==> config.mk <==
export PLATFORM = sky130hd
export DESIGN_NAME = move_sequencer
export DESIGN_NICKNAME = d
export VERILOG_FILES = /design/src/rtl/move_sequencer.sv
export SDC_FILE = /design/constraint.sdc
export NUM_CORES = 1
export LEC_CHECK = 0
export BUFFER_PORTS_ARGS = -buffer_cell sky130_fd_sc_hd__buf_4
export CORE_MARGIN = 1.5
export CORE_UTILIZATION = 30
export DETAILED_ROUTE_END_ITERATION = 8
export PLACE_DENSITY = 0.48
export SLEW_MARGIN = 40
export SYNTH_ARGS = -nofsm -noshare
export SYNTH_HDL_FRONTEND = slang
export SYNTH_SLANG_ARGS = --single-unit
==> constraint.sdc <==
create_clock -name clock -period 3.2 [get_ports clock]
set_input_delay 0.16 -clock clock [delete_from_list [all_inputs] [get_ports clock]]
set_output_delay 0.16 -clock clock [all_outputs]
set_load 0.01 [all_outputs]
==> src/rtl/move_sequencer.sv <==
// move_sequencer
//
// Command-side initiator for the per-face stepper drivers. Face-turn commands
// from the solver are buffered in a small FIFO and issued strictly one at a
// time. An issue is a single-cycle one-hot start pulse plus a step count and a
// direction bit. The sequencer then waits for the addressed driver's done to
// fall (acknowledge) and rise again (move finished). A fixed idle gap follows
// before the next command is popped.
//
// Ports
//   clock        system clock, rising edge
//   reset        synchronous, active-high
//   move_valid   command present on move_face / move_turn
//   move_ready   FIFO can accept a command (low while reset is high)
//   move_face    target motor index, 0..NUM_MOTORS-1 legal
//   move_turn    00 no-op, 01 CW 90, 10 180, 11 CCW 90
//   start_out    one-hot, single-cycle start pulse to the addressed driver
//   steps_out    step count of the most recently issued move
//   dir_out      per-motor direction, 1 = CW; only the addressed bit changes
//   done_in      per-driver done
//   busy         FIFO non-empty or sequencer not idle
//   queue_count  current FIFO occupancy
//   error        sticky fault: illegal face or missing acknowledge
module move_sequencer #(
  parameter int NUM_MOTORS  = 6,
  parameter int QUEUE_DEPTH = 16,
  parameter int STEPS_90    = 50,
  parameter int STEPS_180   = 100,
  parameter int ACK_TIMEOUT = 4,
  parameter int GAP_CYCLES  = 8
) (
  input  logic                           clock,
  input  logic                           reset,
  input  logic                           move_valid,
  output logic                           move_ready,
  input  logic [2:0]                     move_face,
  input  logic [1:0]                     move_turn,
  output logic [NUM_MOTORS-1:0]          start_out,
  output logic [7:0]                     steps_out,
  output logic [NUM_MOTORS-1:0]          dir_out,
  input  logic [NUM_MOTORS-1:0]          done_in,
  output logic                           busy,
  output logic [$clog2(QUEUE_DEPTH):0]   queue_count,
  output logic                           error
);

  localparam int PTR_W   = $clog2(QUEUE_DEPTH);
  localparam int QCNT_W  = PTR_W + 1;
  localparam int CNT_MAX = (ACK_TIMEOUT > GAP_CYCLES) ? ACK_TIMEOUT : GAP_CYCLES;
  localparam int CNT_W   = $clog2(CNT_MAX + 1);

  localparam logic [1:0] TURN_NOP    = 2'b00;
  localparam logic [1:0] TURN_180    = 2'b10;
  localparam logic [1:0] TURN_CCW_90 = 2'b11;

  typedef enum logic [2:0] {
    S_IDLE,
    S_ISSUE,
    S_WAIT_LOW,
    S_WAIT_HIGH,
    S_GAP
  } state_t;

  // ------------------------------------------------------------------
  // Helper functions
  // ------------------------------------------------------------------
  function automatic logic [NUM_MOTORS-1:0] face_onehot(input logic [2:0] f);
    logic [NUM_MOTORS-1:0] oh;
    oh = '0;
    for (int i = 0; i < NUM_MOTORS; i++) begin
      if (f == 3'(i)) oh[i] = 1'b1;
    end
    return oh;
  endfunction

  function automatic logic face_legal(input logic [2:0] f);
    return int'(f) < NUM_MOTORS;
  endfunction

  function automatic logic [7:0] turn_steps(input logic [1:0] t);
    return (t == TURN_180) ? 8'(STEPS_180) : 8'(STEPS_90);
  endfunction

  // Both the quarter CW turn and the half turn run clockwise.
  function automatic logic turn_is_cw(input logic [1:0] t);
    return t != TURN_CCW_90;
  endfunction

  // ------------------------------------------------------------------
  // Command FIFO
  // ------------------------------------------------------------------
  logic [4:0]        fifo_mem [QUEUE_DEPTH];
  logic [PTR_W-1:0]  wr_ptr;
  logic [PTR_W-1:0]  rd_ptr;
  logic [QCNT_W-1:0] count;
  logic              full;
  logic              empty;
  logic              push;
  logic              pop;

  assign full        = (count == QCNT_W'(QUEUE_DEPTH));
  assign empty       = (count == '0);
  // Ready is gated by reset so nothing is accepted while the FIFO is flushed.
  assign move_ready  = !reset && !full;
  assign push        = move_valid && move_ready;
  assign queue_count = count;

  // Storage holds data only and is never reset; occupancy is tracked by count.
  always_ff @(posedge clock) begin
    if (push) fifo_mem[wr_ptr] <= {move_face, move_turn};
  end

  // Pointers wrap naturally because QUEUE_DEPTH is a power of two.
  always_ff @(posedge clock) begin
    if (reset) begin
      wr_ptr <= '0;
      rd_ptr <= '0;
      count  <= '0;
    end else begin
      if (push) wr_ptr <= wr_ptr + PTR_W'(1);
      if (pop)  rd_ptr <= rd_ptr + PTR_W'(1);
      case ({push, pop})
        2'b10:   count <= count + QCNT_W'(1);
        2'b01:   count <= count - QCNT_W'(1);
        default: count <= count;
      endcase
    end
  end

  logic [4:0]            head;
  logic [2:0]            head_face;
  logic [1:0]            head_turn;
  logic [NUM_MOTORS-1:0] head_oh;

  assign head      = fifo_mem[rd_ptr];
  assign head_face = head[4:2];
  assign head_turn = head[1:0];
  assign head_oh   = face_onehot(head_face);

  // ------------------------------------------------------------------
  // Sequencer FSM
  // ------------------------------------------------------------------
  state_t                state;
  state_t                state_nxt;
  logic [CNT_W-1:0]      cnt;
  logic [CNT_W-1:0]      cnt_nxt;
  logic [2:0]            face_q;
  logic [2:0]            face_nxt;
  logic [NUM_MOTORS-1:0] start_nxt;
  logic [7:0]            steps_nxt;
  logic [NUM_MOTORS-1:0] dir_nxt;
  logic                  error_nxt;
  logic                  done_sel;

  // Only the addressed driver's done is observed; the others are masked off.
  assign done_sel = |(done_in & face_onehot(face_q));

  assign busy = !empty || (state != S_IDLE);

  always_ff @(posedge clock) begin
    if (reset) begin
      state     <= S_IDLE;
      cnt       <= '0;
      start_out <= '0;
      steps_out <= '0;
      dir_out   <= '0;
      error     <= 1'b0;
    end else begin
      state     <= state_nxt;
      cnt       <= cnt_nxt;
      start_out <= start_nxt;
      steps_out <= steps_nxt;
      dir_out   <= dir_nxt;
      error     <= error_nxt;
    end
  end

  // The latched face only qualifies done_in after an issue, so it needs no reset.
  always_ff @(posedge clock) begin
    face_q <= face_nxt;
  end

  always_comb begin
    state_nxt = state;
    cnt_nxt   = cnt;
    face_nxt  = face_q;
    start_nxt = '0;
    steps_nxt = steps_out;
    dir_nxt   = dir_out;
    error_nxt = error;
    pop       = 1'b0;

    case (state)
      S_IDLE: begin
        if (!empty) begin
          // Every popped entry is consumed; illegal and no-op entries are
          // dropped without leaving IDLE.
          pop = 1'b1;
          if (!face_legal(head_face)) begin
            error_nxt = 1'b1;
          end else if (head_turn != TURN_NOP) begin
            face_nxt  = head_face;
            steps_nxt = turn_steps(head_turn);
            dir_nxt   = (dir_out & ~head_oh) | (turn_is_cw(head_turn) ? head_oh : '0);
            start_nxt = head_oh;
            state_nxt = S_ISSUE;
          end
        end
      end

      // start_out is high during this cycle and falls at its end.
      S_ISSUE: begin
        cnt_nxt   = '0;
        state_nxt = S_WAIT_LOW;
      end

      S_WAIT_LOW: begin
        if (!done_sel) begin
          state_nxt = S_WAIT_HIGH;
        end else if (cnt == CNT_W'(ACK_TIMEOUT - 1)) begin
          // Driver never acknowledged: flag it and move on after the gap.
          error_nxt = 1'b1;
          cnt_nxt   = '0;
          state_nxt = S_GAP;
        end else begin
          cnt_nxt = cnt + CNT_W'(1);
        end
      end

      // No timeout here: long moves are legitimate.
      S_WAIT_HIGH: begin
        if (done_sel) begin
          cnt_nxt   = '0;
          state_nxt = S_GAP;
        end
      end

      S_GAP: begin
        if (cnt == CNT_W'(GAP_CYCLES - 1)) begin
          cnt_nxt   = '0;
          state_nxt = S_IDLE;
        end else begin
          cnt_nxt = cnt + CNT_W'(1);
        end
      end

      default: begin
        state_nxt = S_IDLE;
      end
    endcase
  end

endmodule

---- Word-level counts from Yosys, hierarchy flattened ----
Memory sizes are Yosys's and may differ from the RTL's. A register that Yosys moved wholly into a read port is not among the register bits.
Index checks and enable logic that the tools add are counted.
word-level totals
  flip-flop bits (word level) ............. 44
  latch bits .............................. 0
  RAM bits ................................ 80
  memory bits (read-only) ................. 0
  input port bits ......................... 14
  output and inout bits ................... 28
  memories ................................ 1
cells by class
  $add $sub $neg .......................... 5
  multiply operators ...................... 0
  div/mod/pow operators ................... 0
  $lt $le $gt $ge ......................... 1
  equal/unequal tests ..................... 30
  shift operators ......................... 0
  muxes and demuxes ....................... 39
  bitwise logic cells ..................... 8
  reductions and logical operators ........ 21
memory list
  memory    depth  bits a word  read ports  clocked after Yosys merged registers in  wr ports  RTL line  source
  fifo_mem  16     5            1           1                                        1         92        logic [4:0] fifo_mem [QUEUE_DEPTH];
operators with widths
  kind                 count
  $mux 4               6
  $mux 3               7
  $mux 1               20
  $eq 3x2->1 const B   6
  $ne 2x2->1 const B   9
  $pmux 4 s4           1
  $eq 3x3->1 const B   5
  $pmux 3 s5           1
  $add 4x1->4 const B  3
  $and 6x6->6          2
  $pmux 5 s2           1
  $eq 3x1->1 const B   3
  $logic_not 3->1      3
  $mux 7               1
  $mux 6               1
  $not 6->6            1
  $or 6x6->6           1
  $reduce_and 6->1     1
  $reduce_bool 2->1    3
  $reduce_or 6->1      1
  $add 5x1->5 const B  1
  $eq 5x5->1 const B   1
  $logic_not 5->1      1
  $reduce_and 5->1     1
  17 further kinds     24

---- Depth between registers and ports, before layout ----
Gate-level depths: netlist of run 1.
  depth in word-level cells ............... 6
  depth in mapped cells ................... 14
  gate-level depth less buffers ........... 11

---- Least setup slack after synthesis of run 1 ----
No wires, ideal clock.
  kind .................................... flip-flop to flip-flop
  start point ............................. reg count[1], in the netlist queue_count[1]
  end point ............................... reg count[4], in the netlist queue_count[4]
  arrival time ............................ 3.292 ns
  data required time ...................... 3.130 ns
  path slack .............................. -0.162 ns
  cell stages (with the launch flop) ...... 14
  buffers on the path ..................... 2
  clock period less this slack ............ 3.362 ns
  cell sequence ........................... dfxtp_1 buf_6 or4_4 o21ai_2 clkinv_1 ha_1 clkbuf_1 xor2_1 ha_1 a21boi_0 o221ai_1 nor3b_1 or4_1 a21oi_1
on the way
  cells in the longest elaborated chain, start to end .. 6
  elaborated cells between the ends (all ways) .. 13
RTL lines
  what                                                    RTL line  source
  start: declaration                                      95        logic [QCNT_W-1:0] count;
  start signal: assignment                                123       2'b10: count <= count + QCNT_W'(1);
  start signal: assignment                                124       2'b01: count <= count - QCNT_W'(1);
  start signal: assignment                                125       default: count <= count;
  $eq 5x5->1                                              101       assign full = (count == QCNT_W'(QUEUE_DEPTH));
  $logic_not 1->1                                         104       assign move_ready = !reset && !full;
  $logic_and 1x1->1                                       104
  $logic_and 1x1->1                                       105       assign push = move_valid && move_ready;
  $eq 2x1->1 / $eq 2x2->1 (equally long branches)         122       case ({push, pop})
  $pmux 5 s2 / $reduce_bool 2->1 (equally long branches)  --
Parallel ways exist; a longest one is shown, timed or not.
A chain may end at the register's enable or synchronous reset.

---- Worst setup path in the final report of run 1 ----
  start point ............................. reg count[0], in the netlist queue_count[0]
  end point ............................... reg count[4], in the netlist queue_count[4]
The elaborated chain is that of the path after synthesis.

==> flow_metrics.py, run 1 <==
metrics = {
    "grt": {
        "grt_pass1_wl_um": 17170,
        "grt_max_degree": 34,
        "antenna_found_initial": 0,
        "grt-ovfl-total": 0,
        "grt_usage": 0.1269,
        "grt_pass1_vias": 3173,
    },
    "logic_synthesis": {
        "postSynthCellCount": 378,
        "synth-edff-count": 83,
        "syn_area_per_cell_um2": 14.06,
        "netlist.area_leader.share": 0.4689,
        "synth.yosys.warnings": 0,
        "netlist_top_cells_area": "edfxtp_1, dfxtp_1, mux4_2, ha_1, nand2_1",
        "yosysTopAreaCell": "edfxtp_1",
        "synth_area_um2": 5315,
        "ys_seq_area_frac": 0.6196,
        "synthFlopType": "edfxtp_1",
        "async_reset_ff_frac": 0,
        "yosys.cell_types.count": 65,
        "synth-seq-cells": 123,
    },
    "die": {
        "design.core.area_um2": 17300,
        "die_x_um": 136.1,
        "dieArea_um2": 18520,
        "io_pins": 42,
        "die_height_um": 136.1,
        "start_util": 0.3073,
        "rows": 48,
    },
    "outcome": {
        "status": "complete, no violations",
    },
    "timing": {
        "setup_slack_ns": 0.2786,
        "fmax_mhz": 342.3,
        "slew_violations": 0,
        "fin_crit_ns": 2.921,
        "tightest_slew_ns": 0.5507,
        "finalSetupViolCount": 0,
        "timing.setup.tns_ns": 0,
        "fin_crit_sh": 0.9129,
        "hold_violations": 0,
        "final.setup_skew_ns": 0.008363,
        "rsz0062_at_grt": "false",
        "slew_headroom": 0.6315,
    },
    "job": {
        "drv_cap": 0,
    },
    "power": {
        "vdd_ir_drop_max_mv": 0.4068,
        "leakagePower_nw": 2.258,
        "powerDensity_nw_per_um2": 833.1,
    },
    "routing": {
        "via_count": 3153,
        "drt-total-wl_um": 11090,
        "ant_nets": 0,
        "viasPerCell": 4.770,
        "drc_errors": 0,
        "firstDrtPassIters": 4,
        "wl_per_cell_um": 16.78,
        "first_iter_violations": 256,
    },
    "final_layout": {
        "area_growth_pct": 20.76,
        "num_antenna_cells": 0,
        "fillers": 1671,
        "fin_nets": 448,
        "drive_gt1_frac": 0.2683,
    },
    "clock_network": {
        "clock_latency_ns": 0.41,
        "ctsHtreeMaxLevel": 4,
        "cts_buffer_depth": 2,
        "clock-root-buffer": "clkbuf_16",
        "clk_pin_slew_ns": 0.06,
        "ctsHoldBuffers": 0,
        "cts_tree": "yes",
        "cts_sinks": 123,
        "cts_buffers": 17,
    },
    "critical_path": {
        "worstSetupStartpointType": "flop",
        "crit_slowest_cell": "or4_4",
        "worstPathArrival_ns": 3.26,
        "crit_required_ns": 3.54,
        "critPathMostFrequentCell": "ha_1",
        "crit_path_max_fanout": 3,
        "critical_path.cell_chain": "or4_4 -> o211a_1 -> inv_1 -> ha_1 -> xor2_1 -> ha_1 -> a21boi_1 -> o221ai_1 -> nor3b_1 -> or4_1 -> a21oi_1",
        "crit_family": "simple AND/OR/NAND/NOR gates",
        "critical_path.max_stage_delay_ns": 0.57,
        "end_kind": "flop",
        "crit_buf_inv": 1,
        "setup.worst_path.class": "reg2reg",
    },
    "worst_hold_path": {
        "hp-class": "in2reg",
    },
    "place": {
        "gp_congestion": 0.7415,
        "hpwl_um": 7657,
        "place_ws_ns": 0.2678,
        "portBuffers": 38,
    },
}
power breakdown:
group | internal [mW] | switching, mW
sequential | 1.84 | 0.119
combinational | 0.698 | 0.809
clock | 1.21 | 0.670
total | 3.75 | 1.60
metrics by stage:
step	total power, mW	utilization	cells	hold WS [ns]	area, um2
5_1_grt	5.620	0.3711	661	0.07277	6419
6_report	5.347	0.3711	661	0.06925	6419
3_3_place_gp	3.475	0.3364	629	0.4357	5818
3_5_place_dp	3.494	0.3364	629	0.4479	5818
2_1_floorplan	3.093	-	380	0.2589	5343
4_1_cts	5.393	0.3701	660	0.05486	6401
layout by cell type, fill, tap and decap left out, types with 4 or more instances in the layout:
master / instances
xor2_1: 8
edfxtp_1: 83
buf_4: 53
o2111ai_1: 6
a21oi_1: 13
nor4_1: 6
clkinvlp_4: 5
ha_1: 10
nor3_1: 6
nor2b_1: 6
nand2_1: 29
a22oi_1: 7
clkbuf_16: 17
mux2i_1: 8
mux4_2: 19
xnor2_1: 4
nand2b_1: 5
nor2_1: 28
dfxtp_1: 40
inv_1: 13
state kept, by name, indices dropped and copies added, names as in the netlist, named ones only:
name	flops
queue_count	5
error	1
state	3
face_q	3
wr_ptr	4
fifo_mem	80
cnt	4
steps_out	3
rd_ptr	4
start_out	6
worst paths after layout:
check                      start               to  slack, ns  cells past startpoint
hold reg to reg     steps_out[5]     steps_out[5]       0.45                      2
hold / removal      move_face[0]  fifo_mem[14][2]       0.07                      1
setup / recovery  queue_count[0]   queue_count[4]       0.28                     11
setup reg to reg  queue_count[0]   queue_count[4]       0.28                     11
cell type report:
cell class / instances / area [um2] / area share
inverters: 14 / 53.80 / 0.008382
multi-input cells: 215 / 1809 / 0.2819
well taps: 225 / 281.5 / 0.04386
clock buffers: 19 / 432.9 / 0.06745
flip-flops and latches: 123 / 3293 / 0.5131
clock inverters: 12 / 150.1 / 0.02339
repair buffers: 53 / 397.9 / 0.06199
Yosys cell counts (all sizes together) (6+ instances only):
| cell | number |
|---|---|
| a21oi | 13 |
| a22oi | 7 |
| buf | 19 |
| clkbuf | 9 |
| dfxtp | 40 |
| edfxtp | 83 |
| ha | 10 |
| inv | 13 |
| mux2i | 8 |
| mux4 | 22 |
| nand2 | 29 |
| nor2 | 29 |
| nor2b | 6 |
| nor3 | 8 |
| nor4 | 6 |
| o2111ai | 6 |
| xor2 | 8 |
repair_timing:
item / 4_1_cts / 5_1_grt
setup endpoints to repair: 0 / 1
gates resized for setup: 0 / 1
setup buffers: 0 / 1
per-layer routing:
layer  global-route usage  routed length, um
met2               0.2068               5396
met4              0.04255                108
met1               0.1594               4965
met3              0.04027                620
met5                    0                  0
cells by family after synthesis:
family                   synth area share
XOR/XNOR                          0.01977
buffers and inverters             0.04472
other                           0.0007055
adder cells (fa/ha/maj)           0.02354
AND/OR/NAND/NOR                    0.1073
multiplexers                       0.1125
flip-flops                         0.6196
AO/OA/AOI/OAI                     0.07180
No activity file was read; power rests on OpenSTA's default activity.
==> run 2, diff against run 1 <==
Settings changed: MAX_ROUTING_LAYER set to met4.
==> run 2 against run 1 <==
- utilization unchanged
- largest power group unchanged
- sequential share of layout area did not move
- combinational power barely moved
- highest routed layer unchanged
- clock skew rose by 0.00064 ns
==> flow_metrics.py, run 2 (synthesized netlist as in run 1, its figures left out) <==
metrics = {
    "critical_path": {
        "reg2reg_slack_ns": 0.28,
        "setup.worst_path.class": "reg2reg",
        "critical_path.cell_chain": "or4_4 -> o211a_1 -> inv_1 -> ha_1 -> xor2_1 -> ha_1 -> a21boi_1 -> o221ai_1 -> nor3b_1 -> or4_1 -> a21oi_1",
        "end_kind": "flop",
        "crit-reg2reg-capture": "queue_count[4]",
        "r2r_cells": 11,
        "crit_required_ns": 3.54,
        "critPathMostFrequentCell": "ha_1",
        "crit_path_max_fanout": 3,
        "worstSetupStartpointType": "flop",
        "crit_slowest_cell": "or4_4",
        "r2r_start": "queue_count[0]",
        "critical_path.max_stage_delay_ns": 0.57,
        "worstPathArrival_ns": 3.26,
    },
    "place": {
        "gp_congestion": 0.7507,
        "hpwl_um": 7657,
        "portBuffers": 38,
        "placedCellCount": 629,
    },
    "timing": {
        "timing.setup.tns_ns": 0,
        "finalSetupViolCount": 0,
        "final.setup_skew_ns": 0.009000,
        "hold_violations": 0,
        "rsz0062_at_grt": "false",
        "tightest_slew_ns": 0.5552,
        "slew_headroom": 0.6285,
        "slew_violations": 0,
        "fmax_mhz": 342.4,
        "fin_crit_sh": 0.9128,
        "fin_crit_ns": 2.921,
    },
    "routing": {
        "viasPerCell": 4.764,
        "first_iter_violations": 256,
        "drt-total-wl_um": 11130,
        "wl_per_cell_um": 16.83,
        "firstDrtPassIters": 4,
        "via_count": 3149,
        "drc_errors": 0,
        "ant_nets": 0,
    },
    "final_layout": {
        "most-common-layout-cells": "edfxtp_1, buf_4, dfxtp_1",
        "layout_commonest_cell": "edfxtp_1",
        "fillers": 1671,
        "regArea_um2": 3293,
        "multiInputGateArea_um2": 1809,
        "num_antenna_cells": 0,
        "fin_nets": 448,
        "largest_register_ffs": 80,
        "final_core_util": 0.3711,
        "drive_gt1_frac": 0.2683,
        "area_growth_pct": 20.76,
        "regMostFlops": "fifo_mem",
        "final_cells": 661,
    },
    "clock_network": {
        "clock-root-buffer": "clkbuf_16",
        "clock_latency_ns": 0.41,
        "cts_buffer_depth": 2,
        "clk_pin_slew_ns": 0.06,
        "ctsHtreeMaxLevel": 4,
        "ctsHoldBuffers": 0,
        "cts_buffers": 17,
        "cts_sinks": 123,
        "cts_tree": "yes",
    },
    "grt": {
        "grt_usage": 0.1305,
        "grt_pass1_wl_um": 17160,
        "antenna_found_initial": 0,
        "grt_max_degree": 34,
        "grt_pass1_vias": 3168,
        "grt-ovfl-total": 0,
    },
    "power": {
        "sequentialPowerShare": 0.365,
        "power_frac_comb": 0.282,
        "clkPwrFrac": 0.353,
        "intPower_mw": 3.750,
        "switching_share": 0.3002,
        "p_switching_mw": 1.609,
        "powerDensity_nw_per_um2": 834.8,
        "leakagePower_nw": 2.258,
        "vdd_ir_drop_max_mv": 0.4089,
    },
    "worst_hold_path": {
        "holdPathEnd": "fifo_mem[4][2]",
        "hold_depth": 1,
        "min-delay-start": "move_face[0]",
        "hp-class": "in2reg",
    },
    "die": {
        "design.core.area_um2": 17300,
        "dieArea_um2": 18520,
        "io_pins": 42,
        "rows": 48,
        "die_height_um": 136.1,
        "die_x_um": 136.1,
        "start_util": 0.3073,
    },
    "outcome": {
        "status": "complete, no violations",
    },
    "job": {
        "drv_cap": 0,
    },
}
-- run 2: cell counts in the layout (fill, tap and decap cells not counted) --
Identical to the previous run, type by type.
-- run 2: per-layer routing --
layer  GRT usage  vias up  wire length [um]
met5           -        -                 0
met4     0.04255        0               106
met3     0.04027        9               539
met2      0.2074       70              5411
met1      0.1584     1565              5069
li1            -     1505                 -
-- run 2: how the worst max path moves through the flow --
| stage | startpoint | end | slack (ns) | cells after the start |
|---|---|---|---|---|
| after CTS | queue_count[0] | queue_count[4] | 0.24 | 11 |
| after floorplan | queue_count[1] | queue_count[4] | 0.005 | 14 |
| after detailed placement | queue_count[0] | queue_count[4] | 0.27 | 11 |
| after global placement | queue_count[0] | queue_count[4] | 0.32 | 11 |
| after global routing | queue_count[0] | queue_count[4] | 0.04 | 11 |
| final | queue_count[0] | queue_count[4] | 0.28 | 11 |
-- run 2: power by group through the flow --
stage	registers (mW)	clock network [mW]	logic, mW
after global routing	1.98	1.98	1.66
after global placement	1.99	0	1.49
after CTS	1.96	1.92	1.51
after detailed placement	1.99	0	1.50
after floorplan	1.97	0	1.13
final	1.96	1.89	1.51
-- run 2: what timing repair did --
| item | in CTS | in global routing |
|---|---|---|
| setup endpoints to repair | 0 | 1 |
| buffers inserted | 0 | 1 |
| resized for setup | 0 | 1 |
-- run 2: worst max-delay path: cells and delay by family (launching register included) --
family | cells | cell delay [ns]
DFF | 1 | 0.31
AOI/OAI and AO/OA | 4 | 0.70
xor gates and xnor gates | 1 | 0.17
and+or+nand+nor | 3 | 1.20
buffers and inverters | 1 | 0.08
adders and majority gates | 2 | 0.40
-- run 2: layout make-up --
cell class	instances	share of cell area
Clock buffer	19	0.06745
Clock inverter	12	0.02339
Inverter	14	0.008382
Multi-Input combinational cell	215	0.2819
Sequential cell	123	0.5131
Tap cell	225	0.04386
Timing Repair Buffer	53	0.06199
-- run 2: through the flow --
step           power, mW  setup slack, ns  area [um2]  hold slack [ns]
6_report           5.359           0.2792        6419          0.06715
5_1_grt            5.620          0.03938        6419          0.06941
4_1_cts            5.393           0.2382        6401          0.05486
3_5_place_dp       3.494           0.2678        5818           0.4479
3_3_place_gp       3.475           0.3153        5818           0.4357
2_1_floorplan      3.093         0.004500        5343           0.2589
==> run 3, diff against run 2 <==
Settings changed: PLACE_DENSITY 0.48 to 0.47.
Clock period 3.2 ns to 3.5 ns, I/O delays scaled along.
==> run 3 against run 2 <==
- utilization shrank 0.27 points
- clock skew grew 0.0036 ns
- cell area shrank 0.74%
- power shrank 9.7%
- non-clock buffer count shrank 4
- sequential share of layout area grew 0.38 points
- maximum frequency shrank 5.9%
- critical path type unchanged
- critical endpoint unchanged
==> flow_metrics.py, run 3 (synthesized netlist as in run 1, its figures left out) <==
metrics = {
    "routing": {
        "drc_errors": 0,
        "viasPerCell": 4.860,
        "drt-total-wl_um": 11330,
        "first_iter_violations": 207,
        "via_count": 3198,
        "firstDrtPassIters": 5,
        "wl_per_cell_um": 17.21,
        "ant_nets": 0,
    },
    "final_layout": {
        "regMostFlops": "fifo_mem",
        "final_cells": 658,
        "area_growth_pct": 19.87,
        "drive_gt1_frac": 0.2656,
        "num_antenna_cells": 0,
        "fin_nets": 444,
        "finalInstanceArea_um2": 6371,
        "largest_register_ffs": 80,
        "layout_commonest_cell": "edfxtp_1",
        "most-common-layout-cells": "edfxtp_1, buf_4, dfxtp_1",
    },
    "power": {
        "vdd_ir_drop_max_mv": 0.3770,
        "powerDensity_nw_per_um2": 759.3,
        "leakagePower_nw": 2.236,
        "p_total_mw": 4.837,
    },
    "outcome": {
        "status": "complete, no violations",
    },
    "timing": {
        "slew_violations": 0,
        "final.setup_skew_ns": 0.01261,
        "timing.setup.tns_ns": 0,
        "slew_headroom": 0.6181,
        "hold_violations": 0,
        "finalSetupViolCount": 0,
        "fin_crit_sh": 0.8872,
        "rsz0062_at_grt": "false",
        "fmax_mhz": 322.0,
        "tightest_slew_ns": 0.5697,
        "fin_crit_ns": 3.105,
    },
    "grt": {
        "grt_usage": 0.1347,
        "grt-ovfl-total": 0,
        "antenna_found_initial": 0,
        "grt_max_degree": 34,
        "grt_pass1_wl_um": 17570,
        "grt_pass1_vias": 3165,
    },
    "place": {
        "portBuffers": 38,
        "gp_congestion": 0.7635,
        "placed_area_um2": 5792,
        "hpwl_um": 7646,
        "placedCellCount": 626,
    },
    "critical_path": {
        "crit_path_max_fanout": 9,
        "end_kind": "flop",
        "r2r_start": "queue_count[0]",
        "crit-reg2reg-capture": "queue_count[4]",
        "worstSetupStartpointType": "flop",
        "critical_path.cell_chain": "or4_4 -> o211a_1 -> inv_1 -> ha_1 -> xor2_1 -> ha_1 -> a21boi_0 -> o221ai_1 -> nor3b_1 -> or4_1 -> a21oi_1",
        "crit_slowest_cell": "or4_4",
        "r2r_cells": 11,
        "setup.worst_path.class": "reg2reg",
        "crit_required_ns": 3.84,
        "critPathMostFrequentCell": "ha_1",
        "reg2reg_slack_ns": 0.39,
        "critical_path.max_stage_delay_ns": 0.57,
        "worstPathArrival_ns": 3.45,
    },
    "die": {
        "io_pins": 42,
        "die_x_um": 136.1,
        "dieArea_um2": 18520,
        "rows": 48,
        "design.core.area_um2": 17300,
        "start_util": 0.3073,
        "die_height_um": 136.1,
    },
    "worst_hold_path": {
        "hold_depth": 1,
        "min-delay-start": "move_face[2]",
        "hp-class": "in2reg",
        "holdPathEnd": "fifo_mem[5][4]",
    },
    "clock_network": {
        "cts_tree": "yes",
        "ctsHtreeMaxLevel": 4,
        "ctsHoldBuffers": 0,
        "cts_setup_buffers": 0,
        "ctsResizeCount": 0,
        "clock-root-buffer": "clkbuf_16",
        "clk_pin_slew_ns": 0.06,
        "clock_latency_ns": 0.42,
        "cts_sinks": 123,
        "cts_buffer_depth": 2,
        "cts_buffers": 17,
    },
    "job": {
        "drv_cap": 0,
    },
}
-- run 3: worst max-delay path by stage --
stage                         startpoint             end  slack [ns]  depth (start not counted)
final                     queue_count[0]  queue_count[4]        0.39                         11
after global routing      queue_count[2]  queue_count[4]        0.16                         11
after CTS                 queue_count[0]  queue_count[4]        0.37                         11
after detailed placement  queue_count[0]  queue_count[4]        0.38                         11
after global placement    queue_count[0]  queue_count[4]        0.42                         11
after floorplan           queue_count[1]  queue_count[4]        0.14                         13
-- run 3: layout make-up --
type	instances	area [um2]
Timing Repair Buffer	49	367.9
Inverter	14	52.55
Multi-Input combinational cell	215	1802
Fill cell	1649	10930
Tap cell	225	281.5
Clock buffer	18	429.2
Clock inverter	14	145.1
Sequential cell	123	3293
-- run 3: where the power goes --
part	total, mW	leakage, nW	internal (mW)	switching, mW
clock network	1.70	0.272	1.05	0.653
logic	1.34	0.890	0.611	0.727
registers	1.80	1.07	1.68	0.118
-- run 3: metrics by stage --
stage	utilization	worst slack, ns	hold slack [ns]
after floorplan	-	0.1376	0.2739
after global placement	0.3346	0.4207	0.4402
after detailed placement	0.3349	0.3821	0.4468
after CTS	0.3681	0.3667	0.06543
after global routing	0.3683	0.1578	0.08371
final	0.3683	0.3947	0.07725
-- run 3: metal layers --
metal	wire length [um]	up-vias	track usage
met4	226	0	0.06147
met2	5257	70	0.2023
li1	-	1503	-
met5	0	-	-
met1	5441	1607	0.1702
met3	401	18	0.03579
-- run 3: worst max-delay path, delay by kind of cell, from the launching register on --
family | cells | cell delay (ns)
adder cells (fa/ha/maj) | 2 | 0.39
flip-flops | 1 | 0.36
AND/OR/NAND/NOR | 3 | 1.20
buffers and inverters | 1 | 0.12
AO/OA/AOI/OAI | 4 | 0.81
XOR/XNOR | 1 | 0.16
